--- src/rtl/alu3_arb_if.sv ---
// alu3_arb_if: request, shared-ALU3 operand and response bundle for alu3_arb.
interface alu3_arb_if;
  logic        req0_valid, req0_ready, req1_valid, req1_ready;
  logic [4:0]  req0_op, req1_op, alu3_op;
  logic [63:0] req0_mm1, req0_mm2, req1_mm1, req1_mm2;
  logic [31:0] req0_sr2, req0_ecx, req1_sr2, req1_ecx;
  logic [63:0] mm1, mm2, alu_res3, rsp_data;
  logic [31:0] sr2, ecx;
  logic        rsp_valid, rsp_ready, rsp_id, rsp_err, flush;
  modport slave (
    input  req0_valid, req0_op, req0_mm1, req0_mm2, req0_sr2, req0_ecx,
    input  req1_valid, req1_op, req1_mm1, req1_mm2, req1_sr2, req1_ecx,
    input  alu_res3, rsp_ready, flush,
    output req0_ready, req1_ready, alu3_op, mm1, mm2, sr2, ecx,
    output rsp_valid, rsp_id, rsp_data, rsp_err
  );
  modport master (
    output req0_valid, req0_op, req0_mm1, req0_mm2, req0_sr2, req0_ecx,
    output req1_valid, req1_op, req1_mm1, req1_mm2, req1_sr2, req1_ecx,
    output alu_res3, rsp_ready, flush,
    input  req0_ready, req1_ready, alu3_op, mm1, mm2, sr2, ecx,
    input  rsp_valid, rsp_id, rsp_data, rsp_err
  );
endinterface

--- src/rtl/alu3_arb.sv ---
// alu3_arb: two-requester arbiter feeding a shared ALU3 through a two-stage operand/response pipe.
module alu3_arb #(
  parameter bit FIXED_PRIO  = 1'b0,
  parameter bit NUM_OPS_CHK = 1'b1
) (
  input logic       clk,
  input logic       rst,
  alu3_arb_if.slave bus
);
  localparam logic [4:0] OP_ECX = 5'b11000;
  localparam logic [4:0] OP_SR2 = 5'b10010;
  logic        s1_valid, s1_id, last_grant;
  logic        adv, accept, grant0, take, op_ok, err;
  logic [4:0]  op_in;
  logic [63:0] mm1_in, mm2_in;
  logic [31:0] sr2_in, ecx_in;
  // last_grant = 1 means requester 1 won last, so requester 0 takes the next tie
  always_comb begin
    adv            = !bus.rsp_valid || bus.rsp_ready;
    accept         = rst && !bus.flush && (!s1_valid || adv);
    grant0         = bus.req0_valid && (FIXED_PRIO || !bus.req1_valid || last_grant);
    bus.req0_ready = accept && grant0;
    bus.req1_ready = accept && bus.req1_valid && !grant0;
    take           = bus.req0_ready || bus.req1_ready;
    op_in          = grant0 ? bus.req0_op  : bus.req1_op;
    mm1_in         = grant0 ? bus.req0_mm1 : bus.req1_mm1;
    mm2_in         = grant0 ? bus.req0_mm2 : bus.req1_mm2;
    sr2_in         = grant0 ? bus.req0_sr2 : bus.req1_sr2;
    ecx_in         = grant0 ? bus.req0_ecx : bus.req1_ecx;
    op_ok          = bus.alu3_op inside {5'b00000, 5'b01000, 5'b10100, 5'b10010,
                                         5'b10001, 5'b10000, 5'b11000};
    err            = NUM_OPS_CHK && !op_ok;
  end
  always_ff @(posedge clk) begin
    if (!rst) begin
      s1_valid      <= 1'b0;
      s1_id         <= 1'b0;
      last_grant    <= 1'b1;
      bus.alu3_op   <= '0;
      bus.mm1       <= '0;
      bus.mm2       <= '0;
      bus.sr2       <= '0;
      bus.ecx       <= '0;
      bus.rsp_valid <= 1'b0;
      bus.rsp_id    <= 1'b0;
      bus.rsp_data  <= '0;
      bus.rsp_err   <= 1'b0;
    end else begin
      if (s1_valid && adv) begin
        bus.rsp_valid <= 1'b1;
        bus.rsp_id    <= s1_id;
        bus.rsp_err   <= err;
        bus.rsp_data  <= err ? '0 : (bus.alu3_op == OP_ECX) ? {32'd0, bus.alu_res3[31:0]} : bus.alu_res3;
      end else if (bus.rsp_ready) begin
        bus.rsp_valid <= 1'b0;
      end
      if (take) begin
        s1_valid    <= 1'b1;
        s1_id       <= !grant0;
        last_grant  <= !grant0;
        bus.alu3_op <= op_in;
        bus.mm1     <= (op_in == OP_ECX) ? '0 : mm1_in;
        bus.mm2     <= (op_in == OP_ECX) ? '0 : mm2_in;
        bus.sr2     <= (op_in == OP_SR2) ? sr2_in : '0;
        bus.ecx     <= (op_in == OP_ECX) ? ecx_in : '0;
      end else if (adv) begin
        s1_valid <= 1'b0;
      end
      if (bus.flush) begin
        s1_valid      <= 1'b0;
        bus.rsp_valid <= 1'b0;
      end
    end
  end
endmodule
--- src/flat_wrapper.sv ---
// flat-port wrapper written by rule: the top's interface ports become plain ports
module alu3_arb_flat 
#(
  parameter bit FIXED_PRIO  = 1'b0,
  parameter bit NUM_OPS_CHK = 1'b1
)
  (clk, rst, bus_req0_valid, bus_req0_op, bus_req0_mm1, bus_req0_mm2, bus_req0_sr2, bus_req0_ecx, bus_req1_valid, bus_req1_op, bus_req1_mm1, bus_req1_mm2, bus_req1_sr2, bus_req1_ecx, bus_alu_res3, bus_rsp_ready, bus_flush, bus_req0_ready, bus_req1_ready, bus_alu3_op, bus_mm1, bus_mm2, bus_sr2, bus_ecx, bus_rsp_valid, bus_rsp_id, bus_rsp_data, bus_rsp_err);
  alu3_arb_if bus_i ();
  input logic clk;
  input logic rst;
  input wire logic [$bits(bus_i.req0_valid)-1:0] bus_req0_valid;
  input wire logic [$bits(bus_i.req0_op)-1:0] bus_req0_op;
  input wire logic [$bits(bus_i.req0_mm1)-1:0] bus_req0_mm1;
  input wire logic [$bits(bus_i.req0_mm2)-1:0] bus_req0_mm2;
  input wire logic [$bits(bus_i.req0_sr2)-1:0] bus_req0_sr2;
  input wire logic [$bits(bus_i.req0_ecx)-1:0] bus_req0_ecx;
  input wire logic [$bits(bus_i.req1_valid)-1:0] bus_req1_valid;
  input wire logic [$bits(bus_i.req1_op)-1:0] bus_req1_op;
  input wire logic [$bits(bus_i.req1_mm1)-1:0] bus_req1_mm1;
  input wire logic [$bits(bus_i.req1_mm2)-1:0] bus_req1_mm2;
  input wire logic [$bits(bus_i.req1_sr2)-1:0] bus_req1_sr2;
  input wire logic [$bits(bus_i.req1_ecx)-1:0] bus_req1_ecx;
  input wire logic [$bits(bus_i.alu_res3)-1:0] bus_alu_res3;
  input wire logic [$bits(bus_i.rsp_ready)-1:0] bus_rsp_ready;
  input wire logic [$bits(bus_i.flush)-1:0] bus_flush;
  output wire logic [$bits(bus_i.req0_ready)-1:0] bus_req0_ready;
  output wire logic [$bits(bus_i.req1_ready)-1:0] bus_req1_ready;
  output wire logic [$bits(bus_i.alu3_op)-1:0] bus_alu3_op;
  output wire logic [$bits(bus_i.mm1)-1:0] bus_mm1;
  output wire logic [$bits(bus_i.mm2)-1:0] bus_mm2;
  output wire logic [$bits(bus_i.sr2)-1:0] bus_sr2;
  output wire logic [$bits(bus_i.ecx)-1:0] bus_ecx;
  output wire logic [$bits(bus_i.rsp_valid)-1:0] bus_rsp_valid;
  output wire logic [$bits(bus_i.rsp_id)-1:0] bus_rsp_id;
  output wire logic [$bits(bus_i.rsp_data)-1:0] bus_rsp_data;
  output wire logic [$bits(bus_i.rsp_err)-1:0] bus_rsp_err;
  assign bus_i.req0_valid = bus_req0_valid;
  assign bus_i.req0_op = bus_req0_op;
  assign bus_i.req0_mm1 = bus_req0_mm1;
  assign bus_i.req0_mm2 = bus_req0_mm2;
  assign bus_i.req0_sr2 = bus_req0_sr2;
  assign bus_i.req0_ecx = bus_req0_ecx;
  assign bus_i.req1_valid = bus_req1_valid;
  assign bus_i.req1_op = bus_req1_op;
  assign bus_i.req1_mm1 = bus_req1_mm1;
  assign bus_i.req1_mm2 = bus_req1_mm2;
  assign bus_i.req1_sr2 = bus_req1_sr2;
  assign bus_i.req1_ecx = bus_req1_ecx;
  assign bus_i.alu_res3 = bus_alu_res3;
  assign bus_i.rsp_ready = bus_rsp_ready;
  assign bus_i.flush = bus_flush;
  assign bus_req0_ready = bus_i.req0_ready;
  assign bus_req1_ready = bus_i.req1_ready;
  assign bus_alu3_op = bus_i.alu3_op;
  assign bus_mm1 = bus_i.mm1;
  assign bus_mm2 = bus_i.mm2;
  assign bus_sr2 = bus_i.sr2;
  assign bus_ecx = bus_i.ecx;
  assign bus_rsp_valid = bus_i.rsp_valid;
  assign bus_rsp_id = bus_i.rsp_id;
  assign bus_rsp_data = bus_i.rsp_data;
  assign bus_rsp_err = bus_i.rsp_err;
  alu3_arb #(.FIXED_PRIO(FIXED_PRIO), .NUM_OPS_CHK(NUM_OPS_CHK)) u_core (.clk(clk), .rst(rst), .bus(bus_i));
endmodule
--- config.mk ---
export PLATFORM = sky130hd
export DESIGN_NAME = alu3_arb_flat
export DESIGN_NICKNAME = d
export VERILOG_FILES = /design/src/rtl/alu3_arb_if.sv /design/src/rtl/alu3_arb.sv /design/src/flat_wrapper.sv
export SDC_FILE = /design/constraint.sdc
export NUM_CORES = 1
export LEC_CHECK = 0
export ABC_AREA = 1
export BUFFER_PORTS_ARGS = -buffer_cell sky130_fd_sc_hd__buf_2
export CORE_AREA = 2 2 281 283
export DETAILED_ROUTE_END_ITERATION = 10
export DIE_AREA = 0 0 283 285
export HOLD_SLACK_MARGIN = 0.08
export PLACE_DENSITY = 0.39
export SYNTH_ARGS = -nofsm -noshare
export SYNTH_HDL_FRONTEND = slang
export SYNTH_SLANG_ARGS = --single-unit
export TNS_END_PERCENT = 100
--- constraint.sdc ---
create_clock -name clk -period 2.25 [get_ports clk]
set_input_delay 0 -clock clk [delete_from_list [all_inputs] [get_ports clk]]
set_output_delay 0 -clock clk [all_outputs]
set_load 0.01 [all_outputs]
## Word-level counts from Yosys, hierarchy flattened

Index checks and enable logic that the tools add are counted.
W data, S select, Z words.

- Bits in registers: 267
- Word-level logic and storage cells: 58
- Input port bits: 464
- Output and inout port bits: 266

- Multiplexer cells: 15
- Bitwise operators: 1
- Reduce and logical (&&, ||, !) cells: 22
- Eq/ne operators: 8

Operator list:

| kind | count |
|---|---|
| $mux W64 | 6 |
| $mux W32 | 4 |
| $eq A5 B5 Y1 const B | 7 |
| $logic_and A1 B1 Y1 | 7 |
| $reduce_bool A7 Y1 | 1 |
| $logic_not A1 Y1 | 6 |
| $eq A5 B4 Y1 const B | 1 |
| $logic_not A5 Y1 | 1 |
| $mux W5 | 1 |
| $logic_or A1 B1 Y1 | 4 |
| $mux W1 | 4 |
| $reduce_bool A2 Y1 | 2 |
| $reduce_or A2 Y1 | 1 |
| $not A1 Y1 | 1 |

## Depth between registers and ports, before layout

Gate-level depths: netlist (run 1).

- Depth after elaboration: 8
- Gate-level depth with buffers: 13
- Mapped depth without buffers: 10

## Least setup slack after synthesis (run 1)

OpenSTA, ideal clock, no wires.

- Path type: register to register
- Start: reg u_core.last_grant
- End: reg u_core.bus.mm2[17]
- Arrival: 1.473 ns
- Stages on the path, launching flop included: 14
- Library setup time: 0.070 ns
- Period minus slack after synthesis: 1.544 ns
- Data required time: 2.180 ns
- Buffers on the path: 3
- Path slack: 0.706 ns
- Path through: dfxtp_1 > inv_1 > nand2_1 > nand2_2 > inv_2 > buf_2 > buf_2 > buf_2 > nand2_1 > nand2_1 > inv_1 > nor2_1 > o21ai_0 > a21oi_1

- Word-level cells in the longest chain between the ends: 5
- Elaborated cells on any way between the ends: 10
- Those cells by class: 1 x eq/ne; 3 x mux; 6 x reduce/logical

RTL lines:

| item | RTL line | text |
|---|---|---|
| start, declared | alu3_arb.sv:12 | `logic s1_valid, s1_id, last_grant;` |
| start signal, assigned | alu3_arb.sv:60 | `last_grant <= !grant0;` |
| $logic_or A1 B1 Y1 (*) | alu3_arb.sv:21 | `grant0 = bus.req0_valid && (FIXED_PRIO \|\| !bus.req1_valid \|\| last_grant);` |
| $logic_and A1 B1 Y1 (*) | alu3_arb.sv:21 |  |
| $mux W5 or $logic_not A1 Y1 (tied branches) | alu3_arb.sv:25, alu3_arb.sv:23 |  |
| $eq A5 B5 Y1 or $logic_and A1 B1 Y1 (tied branches) | alu3_arb.sv:63, alu3_arb.sv:23 |  |
| $mux W64 or $logic_or A1 B1 Y1 (tied branches) | alu3_arb.sv:63, alu3_arb.sv:24 |  |
| end signal, assigned | alu3_arb.sv:63 | `bus.mm2 <= (op_in == OP_ECX) ? '0 : mm2_in;` |
| end, declared | alu3_arb_if.sv:14 | `output req0_ready, req1_ready, alu3_op, mm1, mm2, sr2, ecx,` |

Mark *: on every way between the ends. The rest lies on a longest branch, timed or not.
A chain may end at the register's enable or synchronous reset.

## Final worst setup path (run 1)

- Start: reg u_core.last_grant
- End: reg u_core.bus.sr2[24]

- Word-level cells in the longest chain between the ends: 5
- Elaborated cells on any way between the ends: 10
- Those cells by class: 1 x eq/ne; 3 x mux; 6 x reduce/logical

RTL lines:

| item | RTL line | text |
|---|---|---|
| $logic_or A1 B1 Y1 (*) | alu3_arb.sv:21 |  |
| $logic_and A1 B1 Y1 (*) | alu3_arb.sv:21 |  |
| $mux W5 or $logic_not A1 Y1 (tied branches) | alu3_arb.sv:25, alu3_arb.sv:23 |  |
| $eq A5 B5 Y1 or $logic_and A1 B1 Y1 (tied branches) | alu3_arb.sv:64, alu3_arb.sv:23 |  |
| $mux W32 or $logic_or A1 B1 Y1 (tied branches) | alu3_arb.sv:64, alu3_arb.sv:24 |  |
| end signal, assigned | alu3_arb.sv:64 | `bus.sr2 <= (op_in == OP_SR2) ? sr2_in : '0;` |
| end, declared | alu3_arb_if.sv:14 |  |

Marked as above.

==> results list, run 1 <==
* Number of cells produced by synthesis: 2221
- Cell Area, Placed: 18800 um2
- Initial standard-cell utilization of the core: 17.4%
- At the pin with the least slew margin, the transition time is 0.815 ns.
* Max-slew violation count: 0
- Slowest stage cell, crit path: sky130_fd_sc_hd__dlygate4sd3_1
- In the routed design, unresolved DRC markers number 0.
- Final weighted congestion in routability-driven placement: 0.825
- Fraction of post-synthesis cell area in the top cell type by area: 39.5%
* Detailed placement HPWL: 48200 um
- TritonCTS created 36 clock buffers.
* Data arrival, critical path: 2.54 ns
* Ordered cell list for the critical path: inv_1, nand2_2, nand2_8, buf_4, nand2_1, nand2_1, dlygate4sd3_1, inv_1, nor2_1, nand3_1, a21oi_1
* Sw Ratio: 27.8%
* H-tree depth reported by CTS: 2
- PD cells: 556 nW/um2
- For this run, the top clock speed supported by timing is 480 MHz.
- By startpoint and endpoint, the worst setup path is classified as reg2reg.
- Result of the run: finished clean
- Logic gate share of total power: 20.7%
- Global-route wire length before repair: 105000 um
- TritonCTS built the clock tree.
- Dividing the final minimum period by the clock period gives 92.5%.
* GRT Residual Overflow: 0
- The library cell used most frequently in the layout, excluding fill and tap cells, is sky130_fd_sc_hd__nand2_1.
- From synthesis to final layout, the design area changed by 82.3%.
- Buffer levels on the longest clock path: 3
- Counting I/O delays and the setup requirement, the final critical path takes 2.08 ns.
- Number of optimization iterations in the first detailed-route pass: 5
- Total routed wirelength: 68800 um
* Peak supply drop: 0.330 mV
- Clock group share of total power: 43.3%
- After floorplanning, the core was sized to cover 78000 um2.
* Std-Cell Rows: 103
* Sequential element share of the synthesized area: 39.5%
* Global routing usage summed across all routing layers: 16.3%
- Root cell of the clock tree: sky130_fd_sc_hd__clkbuf_16
* Die area: 80700 um2
- At the end of the flow the core is filled with cells to 31.7%.
- At the worst endpoint, the required time is 2.71 ns.
- Most frequent cells in the layout: sky130_fd_sc_hd__nand2_1 (888), sky130_fd_sc_hd__buf_2 (729), sky130_fd_sc_hd__dlygate4sd3_1 (461)
- Layout cell share with drive strength beyond 1: 26.2%
- In this run the power spent charging and discharging nets is 3.82 mW.
- The worst hold path belongs to the class in2reg.
* Number of antenna repair diodes: 0
- The count of buffers added on input and output ports is 729.
- CTS Sinks: 267
* Insertion delay of the later-clocked pin in the worst-skew pair: 0.54 ns
* Element type at the critical path end: register
- Final hold violation count: 0
* Main area contributors after synthesis: sky130_fd_sc_hd__dfxtp_1 (39%), sky130_fd_sc_hd__nand2_1 (25%), sky130_fd_sc_hd__a21oi_1 (9.8%)
* Num ports: 730
* Drt via density: 4.06
- Syn nets: 2685
* Pin count of the biggest net entering global routing: 133
- For this run, the number of Yosys warnings is 0.
- Initial antenna violation count: 4
- Clock Skews: 0.0183 ns
- For this block, the initial DRC count from the detailed router was 785.
- Part of the total power dissipated in sequential elements: 36.0%
- Average wire per cell in the routed design: 15.5 um
* Largest fanout of any net on the critical path: 21
- Number of maximum-capacitance constraint violations: 0
- The via count of the first global-routing pass came to 18.2k.
- Total non-filler cell area in the finished layout: 24700 um2
- Setup-failing EPs final: 0
* Number of routed nets with antenna violations: 0
- Measured along the x axis, the die boundary spans 283 um.
- Summing over every cut layer, the via total after detailed routing is 18.0k.
- The synthesized design contains 267 register bits.
- Most area-hungry cell type in the Yosys netlist: sky130_fd_sc_hd__dfxtp_1
- Together, buffers and inverters on the worst path number 4.
- On the worst path, the slowest cell contributes a delay of 0.55 ns.
* Average size of a mapped cell: 6.10 um2
- The worst setup path is launched from a register.
- Post-Synthesis Cell Area: 13500 um2
* Int Pwr: 9.91 mW
* P_leak: 12.2 nW
* Number of filler instances in the final layout: 8616
- Headroom to the max-slew limit came out at 45.7%.
* Nets: 3834
- Number of different library cells in the post-synthesis netlist: 24
- Chip Height: 285 um
- Kind of cell adding the most delay to the critical path: buffers and inverters
- Clock transition at path regs: 0.06 ns
[routing by layer]
metal  vias to the layer above  track usage (%)  wire length, um
li1                       9190                -                -
met1                      8081             19.2            29100
met2                       600             28.3            32700
met3                       151             3.71             3900
met4                         8             7.05             3050
met5                         -                0               56
[power groups by stage]
stage          clock network, mW  registers (mW)  logic (mW)
3_3_place_gp                   0            5.04        2.19
5_1_grt                     6.36            4.95        3.15
3_5_place_dp                   0            5.04        2.18
6_report                    5.95            4.94        2.85
2_1_floorplan                  0            5.09        1.00
4_1_cts                     6.19            4.94        2.85
[worst reg2reg max path: stages (launching register included)]
cell and delay, ns:
sky130_fd_sc_hd__dfxtp_1 0.31, sky130_fd_sc_hd__inv_1 0.06, sky130_fd_sc_hd__nand2_2 0.11, sky130_fd_sc_hd__nand2_8 0.17
sky130_fd_sc_hd__buf_4 0.28, sky130_fd_sc_hd__nand2_1 0.09, sky130_fd_sc_hd__nand2_1 0.07, sky130_fd_sc_hd__dlygate4sd3_1 0.55
sky130_fd_sc_hd__inv_1 0.04, sky130_fd_sc_hd__nor2_1 0.13, sky130_fd_sc_hd__nand3_1 0.09, sky130_fd_sc_hd__a21oi_1 0.12
[kinds of logic after synthesis]
group	share of synthesized area, %
buffers and inverters	10.6
AO/OA/AOI/OAI	16.8
AND/OR/NAND/NOR	33.1
flip-flops	39.5
[stage by stage]
stage          TNS [ns]  worst slack, ns  instances  hold slack [ns]  total power, mW
2_1_floorplan         0            0.706       2221           0.0689             6.09
3_3_place_gp          0            0.134       3917            0.255             7.23
3_5_place_dp          0            0.124       3917            0.257             7.22
4_1_cts               0           0.0441       4441           0.0814             14.0
5_1_grt        -0.00394         -0.00394       4445            0.159             14.5
6_report              0            0.168       4445            0.103             13.7
[final cells by class]
| type | instances | area, um2 | share of cell area [%] |
|---|---|---|---|
| well taps | 1050 | 1310 | 5.32 |
| multi-input cells | 1601 | 6800 | 27.5 |
| clock inverters | 14 | 160 | 0.649 |
| flip-flops and latches | 267 | 5350 | 21.6 |
| repair buffers | 1281 | 9320 | 37.7 |
| inverters | 183 | 699 | 2.83 |
| clock buffers | 49 | 1050 | 4.26 |
[registers in the layout (all words and copies together), names as in the netlist, 5 cells and up]
name / cells
u_core.bus.sr2: 32
u_core.bus.ecx: 32
u_core.bus.rsp_data: 64
u_core.bus.mm2: 64
u_core.bus.mm1: 64
u_core.bus.alu3_op: 5
[synthesized netlist by cell type (all sizes together)]
cell type and instances:
nand2 891, nand4 1, dfxtp 267, clkbuf 70
inv 183, a211oi 1, o21ai 137, o21a 32
nor2 201, a21oi 266, nand3b 2, nand3 69
buf 100, nor3 1
[worst paths after layout]
check | start | to | slack, ns | cells past startpoint
setup / recovery | u_core.last_grant | u_core.bus.sr2[24] | 0.17 | 11
hold / removal | bus_req0_mm1[46] | u_core.bus.mm1[46] | 0.10 | 8
setup reg to reg | u_core.last_grant | u_core.bus.sr2[24] | 0.17 | 11
hold reg to reg | u_core.bus.sr2[19] | u_core.bus.sr2[19] | 0.46 | 2
[repair_timing]
action                                  in CTS  in global routing
hold buffers                               461                  0
resized for setup                            1                  3
pin swaps                                    0                  1
endpoints found under the setup margin       1                 26
setup buffers                                0                  3
cloned                                       0                  1
endpoints found under the hold margin      266                  0
(Power assumes the default switching activity.)
==> run 2: changes to the inputs <==
- ABC_AREA: 1 -> unset
- CORE_AREA: 2 2 281 283 -> 2 2 287 289
- DIE_AREA: 0 0 283 285 -> 0 0 289 291
- PLACE_DENSITY: 0.39 -> 0.34
==> run 2 against run 1 <==
  * First-iteration DRC count decreased by 28%
  * Sequential power up 3%
  * Hold slack improved by 0.10 ns
  * Largest power group unchanged
  * Global-route usage fell by 3.4 points
  * Die area grew 4.3%
  * Register-to-register slack got worse by 0.07 ns
  * Critical endpoint is now u_core.bus.alu3_op[0]
  * Highest routed layer unchanged
==> results list, run 2 <==
- Syn nets: 1678 (-38%)
- Among all stages on the critical path, the largest delay is contributed by sky130_fd_sc_hd__dlygate4sd3_1.
- The compound-gate portion of the synthesized area was 27.1% (+10 points).
- Met3 usage in global routing: 2.99% (-0.73 points)
- Layout cell share with drive strength beyond 1: 35.2% (+9.0 points)
- Most area-hungry cell type in the Yosys netlist: sky130_fd_sc_hd__dfxtp_1
* Result of the run: finished clean
- Global-route wire length before repair: 84200 um (-20%)
- The xor/xnor share of the synthesized area was 0% (unchanged).
- The deepest clock path buffer count is 3 (unchanged).
- By area, the combinational part of the netlist is dominated by compound AO/OA/AOI/OAI gates.
* Clock transition at path regs: 0.06 ns (about the same)
* Setup-failing EPs final: 0 (unchanged)
- The iteration count of the initial detailed-routing pass came to 5 (unchanged).
- Clock buffer count from CTS: 37 (+2.8%)
- Clock tree from TritonCTS: done
* Post-synthesis async set-or-reset flop share: 0% (unchanged)
- The post-route DRC violation count was 0 (unchanged).
- The total routing usage reported by global routing is 12.9% (-3.4 points).
- The number of endpoints with negative hold slack in the final report came to 0 (unchanged).
- The final critical delay including setup and external delays was 2.16 ns (+0.0743 ns).
- The final design instance area without fill was 21600 um2 (-13%).
- The gate count of the mapped netlist is 1214 (-45%).
- The unique cell type count in the Yosys netlist is 36 (+50%).
- The starting utilization of the core area came to 13.0% (-4.4 points).
* Max-Slew Margin vs Limit: 66.3% (+21 points)
- Std-Cell Rows: 105 (+1.9%)
- Vias in the first global route: 14.4k (-21%)
- Met2 usage in global routing: 23.3% (-5.0 points)
* Root cell of the clock tree: sky130_fd_sc_hd__clkbuf_16
* Post-Synthesis Cell Area: 10500 um2 (-22%)
- The post-synthesis area per instance came to 8.66 um2 (+42%).
* F_max: 464 MHz (-3.4%)
- The highest cell delay on the worst timing path is 0.60 ns (+0.05 ns).
* Cell Area, Placed: 15500 um2 (-18%)
* CTS Sinks: 267 (unchanged)
* Total routed wirelength: 58700 um (-15%)
* Required arrival time at the worst endpoint: 2.72 ns (about the same)
- Initial antenna violation count: 4 (unchanged)
- Fraction of met1 tracks used by global routing: 14.3% (-4.8 points)
- Final weighted congestion in routability-driven placement: 0.818 (-0.86%)
- The horizontal die dimension is 289 um (+2.1%).
- Worst setup slack before clock tree synthesis: 0.349 ns (+0.226 ns)
- Sequential element share of the synthesized area: 50.8% (+11 points)
- The clock latency on the worst-skew pair was 0.55 ns (about the same).
- The library cell used most frequently in the layout, excluding fill and tap cells, is sky130_fd_sc_hd__buf_2.
* Peak supply drop: 0.348 mV (+5.5%)
- Element type at the critical path end: register
- The hold path depth was 3 (-5).
- Core box area: 81200 um2 (+4.1%)
- P_leak: 9.65 nW (-21%)
- The top cell types in the final layout, fill and taps aside, are sky130_fd_sc_hd__buf_2 (729), sky130_fd_sc_hd__dlygate4sd3_1 (462), sky130_fd_sc_hd__dfxtp_1 (267).
- Most numerous cell types in the synthesized netlist: sky130_fd_sc_hd__dfxtp_1 (267), sky130_fd_sc_hd__nand2_1 (206), sky130_fd_sc_hd__nor2_1 (136)
- The total number of nets in the final design is 2841 (-26%).
- Max-slew violation count: 0 (unchanged)
- Fraction of post-synthesis cell area in the top cell type by area: 50.8% (+11 points)
* Final Worst Setup Slack: 0.0936 ns (-0.0743 ns)
* Die area: 84100 um2 (+4.3%)
- The via count normalized by instance count was 3.94 (-2.9%).
- Worst Tran Pin Value: 0.505 ns (-0.310 ns)
- Data arrival, critical path: 2.63 ns (+0.09 ns)
- Number of filler instances in the final layout: 8939 (+3.7%)
- Sort of element at the start of the critical path: register
- The fraction of the cycle the final worst path needs is 95.8% (+3.3 points).
* Chip Height: 291 um (+2.1%)
- The worst setup path is of the reg2reg kind.
- Signed area change from the synthesized netlist to the final layout: 105%
- By area the synthesized netlist is led by sky130_fd_sc_hd__dfxtp_1 (51%), sky130_fd_sc_hd__o31ai_1 (9.1%), sky130_fd_sc_hd__nand2_1 (7.4%).
* GRT Residual Overflow: 0 (unchanged)
- Number of warnings reported in the yosys synthesis log: 0 (unchanged)
- Pin count of the biggest net entering global routing: 86 (-35%)
- The max capacitance violation total is 0 (unchanged).
- The power density over cell area was 632 nW/um2 (+14%).
- Area fraction in and, or, nand and nor cells after synthesis: 14.0% (-19 points)
- The DRC marker count from the first detailed-route iteration is 567 (-28%).
- Ordered cell list for the critical path: and3b_2, nor3_4, buf_12, nor2_1, a311oi_1, dlygate4sd3_1
- The global routing stage identified its most utilized layer as met2.
- The count of nets left with antenna violations after detail routing came to 0 (unchanged).
- The number of enable-type register cells in the synthesized netlist is 0 (unchanged).
- The multiplexer area fraction after synthesis came to 3.05% (+3.0 points).
- The path depth of the worst reg2reg path came to 6 (-5).
* Detailed-route via count: 13.7k (-24%)
- The maximum level of the CTS H-tree is 2 (unchanged).
- Num ports: 730 (unchanged)
* Count leader, synth: sky130_fd_sc_hd__dfxtp_1
* Average wire per cell in the routed design: 16.9 um (+9.1%)
* Adder-cell share of the synthesized area: 0.0952% (+0.095 points)
- Among all flip-flop cells after synthesis, the most frequent one is sky130_fd_sc_hd__dfxtp_1.
- The min-delay analysis places its worst path in the category in2reg.
- Clock Skews: 0.0154 ns (-0.00291 ns)
- The largest fanout on the critical path is 64 (+200%).
- The HPWL reported at the end of detailed placement is 40300 um (-16%).
- The largest registers in the layout are u_core.bus.mm1 x64, u_core.bus.mm2 x64, u_core.bus.rsp_data x64.
* Post-synthesis sequential element count: 267 (unchanged)
- # port buffers: 729 (unchanged)
## run 2: timing repair
item | 4_1_cts | 5_1_grt
gates resized for setup | 0 | 7
setup endpoints to repair | 0 | 20
buffers inserted | 0 | 7
endpoints found under the hold margin | 267 | 0
hold buffers | 462 | 0
## run 2: cells by family after synthesis
kind of cell / Yosys count
AOI/OAI and AO/OA: 435
and+or+nand+nor: 367
DFF: 267
buffers and inverters: 112
muxes: 32
adders and majority gates: 1
## run 2: final timing paths
kind	start	to	slack, ns
worst max register to register	u_core.bus.rsp_valid	u_core.bus.alu3_op[0]	0.09
worst min-delay path	bus_alu_res3[52]	u_core.bus.rsp_data[52]	0.21
worst max-delay path	u_core.bus.rsp_valid	u_core.bus.alu3_op[0]	0.09
worst min register to register	u_core.bus.mm1[21]	u_core.bus.mm1[21]	0.44
## run 2: per-layer routing
| metal | vias to the layer above | share of wire (%) |
|---|---|---|
| li1 | 6641 | - |
| met3 | 122 | 6.8 |
| met1 | 6361 | 40 |
| met2 | 563 | 50 |
| met5 | - | 0.056 |
| met4 | 4 | 3.9 |
## run 2: layout make-up
class | count | area (um2) | share of cell area [%]
Antenna cell | 3 | 7.51 | 0.0348
Clock buffer | 54 | 1120 | 5.20
Clock inverter | 12 | 141 | 0.655
Inverter | 4 | 15.0 | 0.0696
Multi-Input combinational cell | 835 | 4730 | 21.9
Sequential cell | 267 | 5350 | 24.8
Tap cell | 1070 | 1340 | 6.21
Timing Repair Buffer | 1232 | 8870 | 41.1
## run 2: through the flow
| step | cells | hold slack [ns] | total power, mW | utilization (%) | TNS [ns] |
|---|---|---|---|---|---|
| after floorplan | 1214 | 0.0619 | 5.90 | - | 0 |
| after global placement | 2935 | 0.210 | 6.88 | 19.1 | 0 |
| after detailed placement | 2935 | 0.212 | 6.89 | 19.1 | 0 |
| after CTS | 3463 | 0.157 | 13.9 | 26.3 | 0 |
| after global routing | 3476 | 0.173 | 14.3 | 26.6 | -0.0590 |
| final | 3477 | 0.205 | 13.6 | 26.6 | 0 |
## run 2: worst max-delay path, delay by kind of cell (launching register included)
kind | cells | cell delay [ns]
buffers and inverters | 2 | 0.89
AO/OA/AOI/OAI | 1 | 0.28
flip-flops | 1 | 0.32
AND/OR/NAND/NOR | 3 | 0.60
## run 2: report_power, final
group / leakage [nW] / switching (mW) / internal (mW)
sequential: 2.18 / 0.134 / 4.97
clock: 0.627 / 2.35 / 3.80
combinational: 6.84 / 1.08 / 1.30
